### src/rtl/vga_pkg.sv
// vga_pkg: default 640x480@60 timing, HP image window size and the pipeline record shared by
// the scanout top and its timing generator.
package vga_pkg;
    localparam int H_ACTIVE_DEF = 640;
    localparam int H_FP_DEF     = 16;
    localparam int H_SYNC_DEF   = 96;
    localparam int H_BP_DEF     = 48;
    localparam int V_ACTIVE_DEF = 480;
    localparam int V_FP_DEF     = 10;
    localparam int V_SYNC_DEF   = 2;
    localparam int V_BP_DEF     = 33;
    localparam int WIN_W        = 512;
    localparam int WIN_H        = 256;
    localparam int CNT_W        = 11;
    localparam int PIPE         = 3;
    localparam logic SYNC_ACTIVE = 1'b0;

    typedef struct packed {
        logic hs;
        logic vs;
        logic de;
        logic vb;
        logic win;
    } vid_t;

    localparam vid_t VID_RST = '{hs: ~SYNC_ACTIVE, vs: ~SYNC_ACTIVE, de: 1'b0, vb: 1'b0, win: 1'b0};
endpackage

### src/rtl/vga_timing.sv
// vga_timing: free-running h/v counters with raw (undelayed) sync, active-area and vblank decode.
module vga_timing
    import vga_pkg::*;
#(
    parameter int H_ACTIVE = H_ACTIVE_DEF,
    parameter int H_FP     = H_FP_DEF,
    parameter int H_SYNC   = H_SYNC_DEF,
    parameter int H_BP     = H_BP_DEF,
    parameter int V_ACTIVE = V_ACTIVE_DEF,
    parameter int V_FP     = V_FP_DEF,
    parameter int V_SYNC   = V_SYNC_DEF,
    parameter int V_BP     = V_BP_DEF
) (
    input  logic             clk,
    input  logic             rst_n,
    output logic [CNT_W-1:0] h_cnt,
    output logic [CNT_W-1:0] v_cnt,
    output logic             hs,
    output logic             vs,
    output logic             act,
    output logic             vb
);
    localparam int H_TOTAL = H_ACTIVE + H_FP + H_SYNC + H_BP;
    localparam int V_TOTAL = V_ACTIVE + V_FP + V_SYNC + V_BP;
    localparam logic [CNT_W-1:0] HS_ON  = CNT_W'(H_ACTIVE + H_FP);
    localparam logic [CNT_W-1:0] HS_OFF = CNT_W'(H_ACTIVE + H_FP + H_SYNC);
    localparam logic [CNT_W-1:0] VS_ON  = CNT_W'(V_ACTIVE + V_FP);
    localparam logic [CNT_W-1:0] VS_OFF = CNT_W'(V_ACTIVE + V_FP + V_SYNC);

    always_ff @(posedge clk) begin
        if (!rst_n) begin
            h_cnt <= '0;
            v_cnt <= '0;
        end else if (h_cnt == CNT_W'(H_TOTAL - 1)) begin
            h_cnt <= '0;
            v_cnt <= (v_cnt == CNT_W'(V_TOTAL - 1)) ? '0 : v_cnt + CNT_W'(1);
        end else begin
            h_cnt <= h_cnt + CNT_W'(1);
        end
    end

    assign hs  = (h_cnt >= HS_ON && h_cnt < HS_OFF) ? SYNC_ACTIVE : ~SYNC_ACTIVE;
    assign vs  = (v_cnt >= VS_ON && v_cnt < VS_OFF) ? SYNC_ACTIVE : ~SYNC_ACTIVE;
    assign act = h_cnt < CNT_W'(H_ACTIVE) && v_cnt < CNT_W'(V_ACTIVE);
    assign vb  = v_cnt >= CNT_W'(V_ACTIVE);
endmodule

### src/rtl/hp_fb_scanout.sv
// hp_fb_scanout: reads the 512x256 mono HP image out of the frame buffer, centred in the VGA
// frame, serialises each byte MSB first and delays all video signals to line up with the pixels.
module hp_fb_scanout
    import vga_pkg::*;
#(
    parameter int ADDR_WIDTH = 14,
    parameter int H_ACTIVE   = H_ACTIVE_DEF,
    parameter int H_FP       = H_FP_DEF,
    parameter int H_SYNC     = H_SYNC_DEF,
    parameter int H_BP       = H_BP_DEF,
    parameter int V_ACTIVE   = V_ACTIVE_DEF,
    parameter int V_FP       = V_FP_DEF,
    parameter int V_SYNC     = V_SYNC_DEF,
    parameter int V_BP       = V_BP_DEF,
    parameter int WIN_X      = 64,
    parameter int WIN_Y      = 112
) (
    input  logic                  clk,
    input  logic                  rst_n,
    output logic [ADDR_WIDTH-1:0] raddr,
    input  logic [7:0]            rdata,
    output logic                  hsync,
    output logic                  vsync,
    output logic                  de,
    output logic                  pixel,
    output logic                  vblank
);
    logic [CNT_W-1:0]  h_cnt, v_cnt, x, y;
    logic              hs, vs, act, vb, win, fetch;
    logic [1:0]        ld;
    logic [7:0]        shreg;
    vid_t              cur;
    vid_t [PIPE-1:0]   pipe;

    vga_timing #(
        .H_ACTIVE(H_ACTIVE), .H_FP(H_FP), .H_SYNC(H_SYNC), .H_BP(H_BP),
        .V_ACTIVE(V_ACTIVE), .V_FP(V_FP), .V_SYNC(V_SYNC), .V_BP(V_BP)
    ) u_timing (
        .clk(clk), .rst_n(rst_n), .h_cnt(h_cnt), .v_cnt(v_cnt),
        .hs(hs), .vs(vs), .act(act), .vb(vb)
    );

    // Underflow wraps to a large unsigned value, so a single compare bounds each side.
    assign x     = h_cnt - CNT_W'(WIN_X);
    assign y     = v_cnt - CNT_W'(WIN_Y);
    assign win   = x < CNT_W'(WIN_W) && y < CNT_W'(WIN_H);
    assign fetch = win && x[2:0] == 3'd0;
    assign cur   = '{hs: hs, vs: vs, de: act, vb: vb, win: win};

    always_ff @(posedge clk) begin
        if (!rst_n) begin
            raddr <= '0;
            ld    <= '0;
            shreg <= '0;
            pipe  <= {PIPE{VID_RST}};
        end else begin
            if (fetch)
                raddr <= ADDR_WIDTH'({y[7:0], x[8:3]});
            ld    <= {ld[0], fetch};
            shreg <= ld[1] ? rdata : {shreg[6:0], 1'b0};
            pipe  <= {pipe[PIPE-2:0], cur};
        end
    end

    assign hsync  = pipe[PIPE-1].hs;
    assign vsync  = pipe[PIPE-1].vs;
    assign de     = pipe[PIPE-1].de;
    assign vblank = pipe[PIPE-1].vb;
    assign pixel  = shreg[7] & pipe[PIPE-1].win;
endmodule

### config.mk
export PLATFORM = sky130hd
export DESIGN_NAME = hp_fb_scanout
export DESIGN_NICKNAME = d
export VERILOG_FILES = /design/src/rtl/vga_pkg.sv /design/src/rtl/vga_timing.sv /design/src/rtl/hp_fb_scanout.sv
export SDC_FILE = /design/constraint.sdc
export NUM_CORES = 1
export LEC_CHECK = 0
export ABC_AREA = 1
export CORE_MARGIN = 2
export CORE_UTILIZATION = 40
export CTS_BUF_LIST = sky130_fd_sc_hd__clkbuf_4 sky130_fd_sc_hd__clkbuf_8
export DETAILED_ROUTE_END_ITERATION = 16
export PLACE_DENSITY = 0.69
export SYNTH_ARGS = -nofsm -noshare
export SYNTH_HDL_FRONTEND = slang
export SYNTH_SLANG_ARGS = --single-unit
export TNS_END_PERCENT = 20
### constraint.sdc
create_clock -name clk -period 4.2 [get_ports clk]
set_input_delay 1.05 -clock clk [delete_from_list [all_inputs] [get_ports clk]]
set_output_delay 1.05 -clock clk [all_outputs]
set_load 0.005 [all_outputs]
==> results.md, run 1 <==
* Status: complete, no violations
* CP required at 3150 ps
* Fin nets at 475
* Setup TNS at 0 ps
* Core area at 7250 sq um
* Synth area leader: dfxtp_1
* Post-Syn Instances at 425
* Register area share after synthesis at 40.6%
* Hold_sp: pipe[0]$_SDFF_PN0_
* Routed Antenna Nets at 0
* Largest family of logic cells by synthesized area: simple AND/OR/NAND/NOR gates
* Initial Util at 41.5%
* Synth Area in Compound Gates at 6.49%
* Crit-path cells: nand2_1 -> inv_1 -> clkdlybuf4s50_1
* Top post-synthesis cells by count: nand2_1 (90), dfxtp_1 (61), inv_1 (60)
* Final Hold Vio Count at 0
* YS warnings at 0
* Max Cap Viol at 0
* Post-synth net total at 445
* CTS tree: built
* Rows at 31
* Pin count of the biggest net entering global routing at 31
* Clock transition at path regs at 60 ps
* Resized Gates After CTS at 0
* Post-synth EDFFs at 0
* Crit. End Element: primary output
* Mapped Area at 3010 sq um
* Die area at 8230 sq um
* Number of remaining DRC errors at 0
* Post-layout min period at 2290 ps
* Syn-to-layout area delta at 19.6%
* Number of synthesized register bits at 61
* First-pass GRT wire length at 11400 um
* F_max at 0.436 GHz
* Final GP Congestion at 0.992
* Final Skew at 12.1 ps
* Worst Path Max Fanout at 1
* R2R Path Start: u_timing.h_cnt[6]$_SDFF_PP0_
* Flop2flop setup slack at 2190 ps
* Ys async rst share at 0%
* Slowest-stage cell, CP: clkdlybuf4s50_1
* Mux cell area share after synthesis at 0%
* H-tree lvl count at 3
* CTS root buffer: clkbuf_8
* Flop pwr share at 46.1%
* Top-count cell post-synth: nand2_1
* DRT Wirelength at 6390 um
* Synth Flop Type: dfxtp_1
* ANT cells at 0
* Worst hold path depth at 2
* Main area contributors after synthesis: dfxtp_1 (41%), nand2_1 (11%), inv_1 (7.5%), nor2_1 (6.6%), nand4_1 (4.8%)
* GRT met2 Usage at 24.8%
* Initial antenna violation count at 0
* Clk_lat worst skew at 340 ps
* Setup CP Type: register to primary output
* Post-synth top area share at 40.6%
* Total GRT Usage at 17.0%
* Met3 Use GR at 5.09%
* Clock Sinks at 61
* Xor and xnor area share after synthesis at 0.873%
* Congestion Overflow GR at 0
* Internal Power at 1.02 mW
* Yosys cell types at 33
* Critical path's largest stage delay at 480 ps
* Reg2Reg Depth at 10
* # setup viols final at 0
* Final slew viol count at 0
* Min-Delay Path Class: register to register
* Detail Placement HPWL at 4620 um
* Worst slew pin tran at 666 ps
* Sw Ratio at 19.6%
* Clk network pwr share at 50.6%
* Met1 Use GR at 23.3%
* Synth Area in Adders at 4.16%
* PwrDens at 353 nW/um^2
* Pleak at 1.51 nW
* Mean Syn Cell Area at 7.08 sq um
* Max Root-Sink Buffers at 2
* Post-CTS setup buffers at 0
* CTS Buf Count at 9
* Layout cell share with drive strength beyond 1 at 13.9%
* Chip height at 90.7 um
* DRT iter0 DRCs at 180
* Crit share post-route at 54.6%
* Port Buf Inserts at 28
* Via count at 2646
* Worst slew margin at 55.6%
* P_sw at 249 uW
* Worst VDD drop at 0.129 mV
* GRT Max-Usage Layer: met2
* CP delay by family, top: buffers and inverters
* Die Wd at 90.7 um
* RSZ-0062 raised after global routing: false
* Vias in the first global route at 2432
* CTS Hold Bufs at 0
* CP Launch Type: register
* R2R Path End: raddr[10]$_SDFFE_PN0P_
* Part of the power in combinational logic at 3.3%
* Simple-gate share of the synthesized area at 36.6%
* Buf+Inv Stages, Crit Path at 2
* Top Ports at 29
* Vias per cell at 4.74
* Power, Total at 1.27 mW
* TritonRoute pass-1 iters at 5
* Worst Path Arrival at 1240 ps
* Routed len/inst at 11.4 um
* WHS Endpoint: pipe[5]$_SDFF_PN0_
-- how the worst max path moves through the flow --
stage                              from                        endpoint  slack, ps  cells past startpoint
finish              pipe[10]$_SDFF_PN0_                           pixel       1910                      3
global route        pipe[10]$_SDFF_PN0_                           pixel       1840                      3
CTS                 pipe[10]$_SDFF_PN0_                           pixel       1890                      3
floorplan                         rst_n          raddr[10]$_SDFFE_PN0P_       2450                      4
detailed placement                rst_n  u_timing.v_cnt[4]$_SDFFE_PN0P_       1700                      7
global placement                  rst_n  u_timing.v_cnt[4]$_SDFFE_PN0P_       1740                      7
-- through the flow --
step                      worst slack (ps)  instances  cell area [sq um]  hold WS (ps)  utilization [%]
after floorplan                       2450        425               3010           390                -
final                                 1910        558               3600           408             49.6
after CTS                             1890        558               3600           412             49.6
after global placement                1740        543               3350           392             46.2
after detailed placement              1700        543               3350           400             46.2
after global routing                  1840        558               3600           418             49.6
-- registers in the layout (all words and copies together) (netlist names) --
signal          count
hsync               1
vblank              1
de                  1
u_timing.v_cnt     11
u_timing.h_cnt     11
shreg               8
ld                  2
pipe               11
raddr              14
vsync               1
-- layer usage --
| metal | up-vias | share of wire (%) |
|---|---|---|
| met4 | 0 | 1.5 |
| li1 | 1403 | - |
| met5 | - | 0 |
| met2 | 75 | 44 |
| met1 | 1160 | 49 |
| met3 | 8 | 5.5 |
-- worst register-to-register path: cells and delay by family (launching register included) --
kind | cells | cell delay [ps]
simple gates | 8 | 1020
buf+inv | 1 | 130
flops | 1 | 460
fa+ha+maj | 1 | 290
-- cell type report --
class	instances	area (sq um)
inverters	72	272
flip-flops and latches	61	1220
clock buffers	11	151
multi-input cells	282	1450
fillers	740	3650
clock inverters	4	95.1
repair buffers	29	288
well taps	99	124
-- cell families after synthesis --
kind of cell / Yosys count
flip-flops: 61
AND/OR/NAND/NOR: 233
XOR/XNOR: 3
AO/OA/AOI/OAI: 36
buffers and inverters: 82
adder cells (fa/ha/maj): 10
-- cell usage in the layout (no fill, tap or decap), types with 12 or more instances in the layout --
cell,n
nand2_1,90
dfxtp_1,61
inv_1,60
nor2_1,53
clkdlybuf4s50_1,28
nand4_1,23
nand3_1,23
nor2_2,12
o21ai_0,12
-- power by group through the flow --
stage	sequential, mW	clock, mW	combinational, mW
2_1_floorplan	0.598	0	0.0253
3_3_place_gp	0.598	0	0.0403
3_5_place_dp	0.599	0	0.0411
4_1_cts	0.585	0.658	0.0414
5_1_grt	0.586	0.685	0.0466
6_report	0.586	0.643	0.0414
Note: power is estimated with default switching activity, not from simulation.
==> inputs of run 2 (changes only) <==
PLACE_DENSITY = 0.71   (was 0.69)
clock period = 2.1 ns   (was 4.2 ns; I/O delays follow)
==> results.md, run 2 (synthesized netlist as in run 1, its figures left out) <==
* Status: complete, no violations
* Via count at 2737
* Reg with most FFs: raddr
* Fillers at 715
* TritonRoute pass-1 iters at 5
* Final Hold Vio Count at 0
* Clock transition at path regs at 70 ps
* Number of remaining DRC errors at 0
* Fin nets at 482
* Setup CP Type: register to register
* DRT iter0 DRCs at 187
* Clk_lat worst skew at 340 ps
* CP Launch Type: register
* Largest register FFs at 14
* Worst slew margin at 72.5%
* Top Ports at 29
* CTS tree: built
* Pin count of the biggest net entering global routing at 31
* Core area at 7250 sq um
* Final GP Congestion at 0.927
* Layout cell share with drive strength beyond 1 at 15.4%
* PwrDens at 699 nW/um^2
* Initial antenna violation count at 0
* Worst slew pin tran at 411 ps
* Syn-to-layout area delta at 21.4%
* Pleak at 1.55 nW
* Detail Placement HPWL at 4840 um
* CTS Hold Bufs at 0
* Max Root-Sink Buffers at 2
* Crit. End Element: register
* Chip height at 90.7 um
* F_max at 0.553 GHz
* Most common cell after layout, fill and taps aside: nand2_1
* CTS Buf Count at 9
* Vias per cell at 4.84
* Post-layout min period at 1810 ps
* Post-CTS setup buffers at 0
* Setup TNS at 0 ps
* Final Skew at 11.1 ps
* Worst Path Arrival at 2030 ps
* Clock Sinks at 61
* Final slew viol count at 0
* Worst VDD drop at 0.257 mV
* Rows at 31
* Die area at 8230 sq um
* Total GRT Usage at 17.2%
* RSZ-0062 raised after global routing: false
* Routed Antenna Nets at 0
* Max Cap Viol at 0
* Port Buf Inserts at 28
* CTS root buffer: clkbuf_8
* Resized Gates After CTS at 0
* Die Wd at 90.7 um
* Initial Util at 41.5%
* Flop2flop setup slack at 290 ps
* Congestion Overflow GR at 0
* Crit share post-route at 86.1%
* DRT Wirelength at 6520 um
* Routed len/inst at 11.5 um
* Final Core Density at 50.4%
* Worst Path Max Fanout at 9
* H-tree lvl count at 3
* Vias in the first global route at 2586
* CP required at 2330 ps
* # setup viols final at 0
* ANT cells at 0
* Commonest non-fill, non-tap cells in the layout: nand2_1 (90), dfxtp_1 (61), inv_1 (60), nor2_1 (53), clkdlybuf4s50_1 (28)
* First-pass GRT wire length at 11500 um
* Min-Delay Path Class: register to register
==> run 2: cell types whose count changed in the layout (fill, tap and decap cells not counted), sizes merged <==
cell / before / now
buf: 1 / 8
clkbuf: 11 / 12
==> run 2: power breakdown <==
| group | switching, mW | internal [mW] | total [mW] |
|---|---|---|---|
| sequential | 0.00681 | 1.16 | 1.17 |
| combinational | 0.0526 | 0.0362 | 0.0888 |
| clock | 0.448 | 0.846 | 1.29 |
==> run 2: cell type report <==
cell class | instances | area, sq um | area share (%)
repair buffers | 36 | 340 | 9.32
multi-input cells | 282 | 1450 | 39.7
clock buffers | 12 | 153 | 4.18
flip-flops and latches | 61 | 1220 | 33.4
inverters | 72 | 272 | 7.43
well taps | 99 | 124 | 3.39
clock inverters | 4 | 95.1 | 2.60
==> run 2: path summary, 6_finish.rpt <==
kind | end | startpoint | depth (start not counted)
max | u_timing.v_cnt[2]$_SDFFE_PN0P_ | u_timing.h_cnt[6]$_SDFF_PP0_ | 10
min | pipe[7]$_SDFF_PN0_ | pipe[2]$_SDFF_PN0_ | 2
max reg2reg | u_timing.v_cnt[2]$_SDFFE_PN0P_ | u_timing.h_cnt[6]$_SDFF_PP0_ | 10
min reg2reg | pipe[7]$_SDFF_PN0_ | pipe[2]$_SDFF_PN0_ | 2
==> run 2: worst max-delay path, stage by stage, from the launching register on <==
cell and delay (ps):
dfxtp_1 320, inv_2 110, ha_1 260, inv_1 80, nor2_1 90, nand3_1 100, nor2_2 240, nor2_4 80
clkinv_2 120, nand2_1 130, and3_1 170
==> run 2: through the flow <==
stage          total power, mW  hold WS, ps  instances  worst slack, ps  area, sq um
2_1_floorplan             1.25          390        425              487         3010
3_3_place_gp              1.28          394        550              300         3410
3_5_place_dp              1.29          395        550              259         3410
4_1_cts                   2.58          412        566              290         3650
5_1_grt                   2.65          435        566              105         3650
6_report                  2.55          412        566              291         3650
==> run 2: per-layer routing <==
layer	global-route usage [%]	routed length (um)
met4	7.95	121
met5	0	0
met1	22.4	3060
met2	26.5	2890
met3	4.67	442
==> inputs of run 3 (changes only) <==
RECOVER_POWER = 100   (was not set)
==> results.md, run 3 (synthesized netlist as in run 1, its figures left out) <==
* CP required at 2290 ps
* First-pass GRT wire length at 11500 um
* Pin count of the biggest net entering global routing at 31
* Most common cell after layout, fill and taps aside: nand2_1
* Post-layout min period at 1860 ps
* Via count at 2758
* Reg with most FFs: raddr
* Die area at 8230 sq um
* Pre-CTS setup slack at 259 ps
* ANT cells at 0
* Final GP Congestion at 0.927
* Initial Util at 41.5%
* Max Cap Viol at 0
* Commonest non-fill, non-tap cells in the layout: nand2_1 (97), inv_1 (62), dfxtp_1 (61), nor2_1 (54)
* Min-Delay Path Class: register to register
* Status: complete, no violations
* Internal Power at 2.04 mW
* Congestion Overflow GR at 0
* CTS tree: built
* GRT met2 Usage at 26.5%
* Clock transition at path regs at 70 ps
* Crit-path cells: ha_1 -> nand2_1 -> nor2_1 -> nand3_1 -> nor2_1 -> inv_1 -> nand2_1 -> a21oi_1
* CTS root buffer: clkbuf_8
* Pleak at 1.61 nW
* CP Launch Type: register
* Crit. End Element: register
* Max Root-Sink Buffers at 2
* Die Wd at 90.7 um
* Fillers at 721
* Fin nets at 482
* # setup viols final at 0
* DRT iter0 DRCs at 196
* Critical path's largest stage delay at 420 ps
* Register area at 1220 sq um
* Sw Ratio at 19.8%
* Syn-to-layout area delta at 20.5%
* Number of remaining DRC errors at 0
* P_sw at 504 uW
* Hold Worst Slack at 412 ps
* Layout cell share with drive strength beyond 1 at 13.1%
* Worst slew pin tran at 748 ps
* Slowest-stage cell, CP: dfxtp_1
* H-tree lvl count at 3
* Routed len/inst at 11.4 um
* Routed Antenna Nets at 0
* Largest register FFs at 14
* Post-CTS setup buffers at 0
* Initial antenna violation count at 0
* Rows at 31
* Met1 Use GR at 22.4%
* Worst Path Arrival at 2050 ps
* Chip height at 90.7 um
* Met3 Use GR at 4.67%
* F_max at 0.538 GHz
* Core area at 7250 sq um
* Flop pwr share at 46.0%
* Port Buf Inserts at 28
* Final slew viol count at 0
* Vias per cell at 4.87
* GRT Max-Usage Layer: met2
* DRT Wirelength at 6470 um
* Total GRT Usage at 17.2%
* Clk network pwr share at 50.7%
* Area occupied by multi-input gates at 1430 sq um
* Top Ports at 29
* Final Skew at 10.8 ps
* Setup TNS at 0 ps
* Final Hold Vio Count at 0
* Worst slew margin at 50.1%
* Crit share post-route at 88.5%
* Part of the power in combinational logic at 3.4%
* Worst Path Max Fanout at 6
* RSZ-0062 raised after global routing: false
* Vias in the first global route at 2586
* Min setup slack post-route at 241 ps
* Setup CP Type: register to register
* TritonRoute pass-1 iters at 4
* PwrDens at 703 nW/um^2
* Worst VDD drop at 0.255 mV
* CTS Buf Count at 9
* Clk_lat worst skew at 340 ps
* Clock Sinks at 61
* Detail Placement HPWL at 4840 um
* Resized Gates After CTS at 0
* CTS Hold Bufs at 0
-- run 3: cell types whose count changed in the layout (fill, tap and decap cells not counted), moves of 2 or more --
cell,change
clkdlybuf4s50_1,-20
dlygate4sd3_1,+20
nand2_1,+7
nand2_2,-7
o21ai_0,+5
o21ai_1,-5
buf_4,-2
inv_1,+2
inv_2,-2
-- run 3: final cells by class --
cell class,instances,share of cell area [%]
multi-input combinational,282,39.4
sequential,61,33.7
timing repair buffer,36,9.21
inverter,72,7.49
clock buffer,12,4.21
tap,99,3.41
clock inverter,4,2.62
-- run 3: through the flow --
stage	std cells	util, %	cell area, sq um	total power [mW]
after floorplan	425	-	3010	1.25
after global placement	550	47.0	3410	1.28
after detailed placement	550	47.0	3410	1.29
after CTS	566	50.4	3650	2.58
after global routing	566	50.0	3630	2.65
final	566	50.0	3630	2.55
-- run 3: worst paths after layout --
check	to	depth (start not counted)	startpoint	slack [ps]
max	u_timing.v_cnt[8]$_SDFFE_PN0P_	8	u_timing.h_cnt[0]$_SDFF_PP0_	240
min reg2reg	pipe[7]$_SDFF_PN0_	2	pipe[2]$_SDFF_PN0_	410
min	pipe[7]$_SDFF_PN0_	2	pipe[2]$_SDFF_PN0_	410
max reg2reg	u_timing.v_cnt[8]$_SDFFE_PN0P_	8	u_timing.h_cnt[0]$_SDFF_PP0_	240
-- run 3: power by group through the flow --
| stage | clock [mW] | sequential [mW] | combinational (mW) |
|---|---|---|---|
| after detailed placement | 0 | 1.20 | 0.0893 |
| final | 1.29 | 1.17 | 0.0857 |
| after CTS | 1.32 | 1.17 | 0.0894 |
| after floorplan | 0 | 1.20 | 0.0506 |
| after global routing | 1.38 | 1.17 | 0.0976 |
| after global placement | 0 | 1.20 | 0.0870 |
-- run 3: routing by layer --
metal  vias up  share of wire, %  wire, um
li1       1421                 -         -
met2        82                44      2880
met4         0               2.1       137
met1      1239                48      3080
met3        16               5.9       379
met5         -                 0         0
-- run 3: critical path: cells and delay by family, from the launching register on --
kind            cells  cell delay [ps]
fa+ha+maj           1              220
buf+inv             1              160
flops               1              420
compound gates      1               60
simple gates        5              860
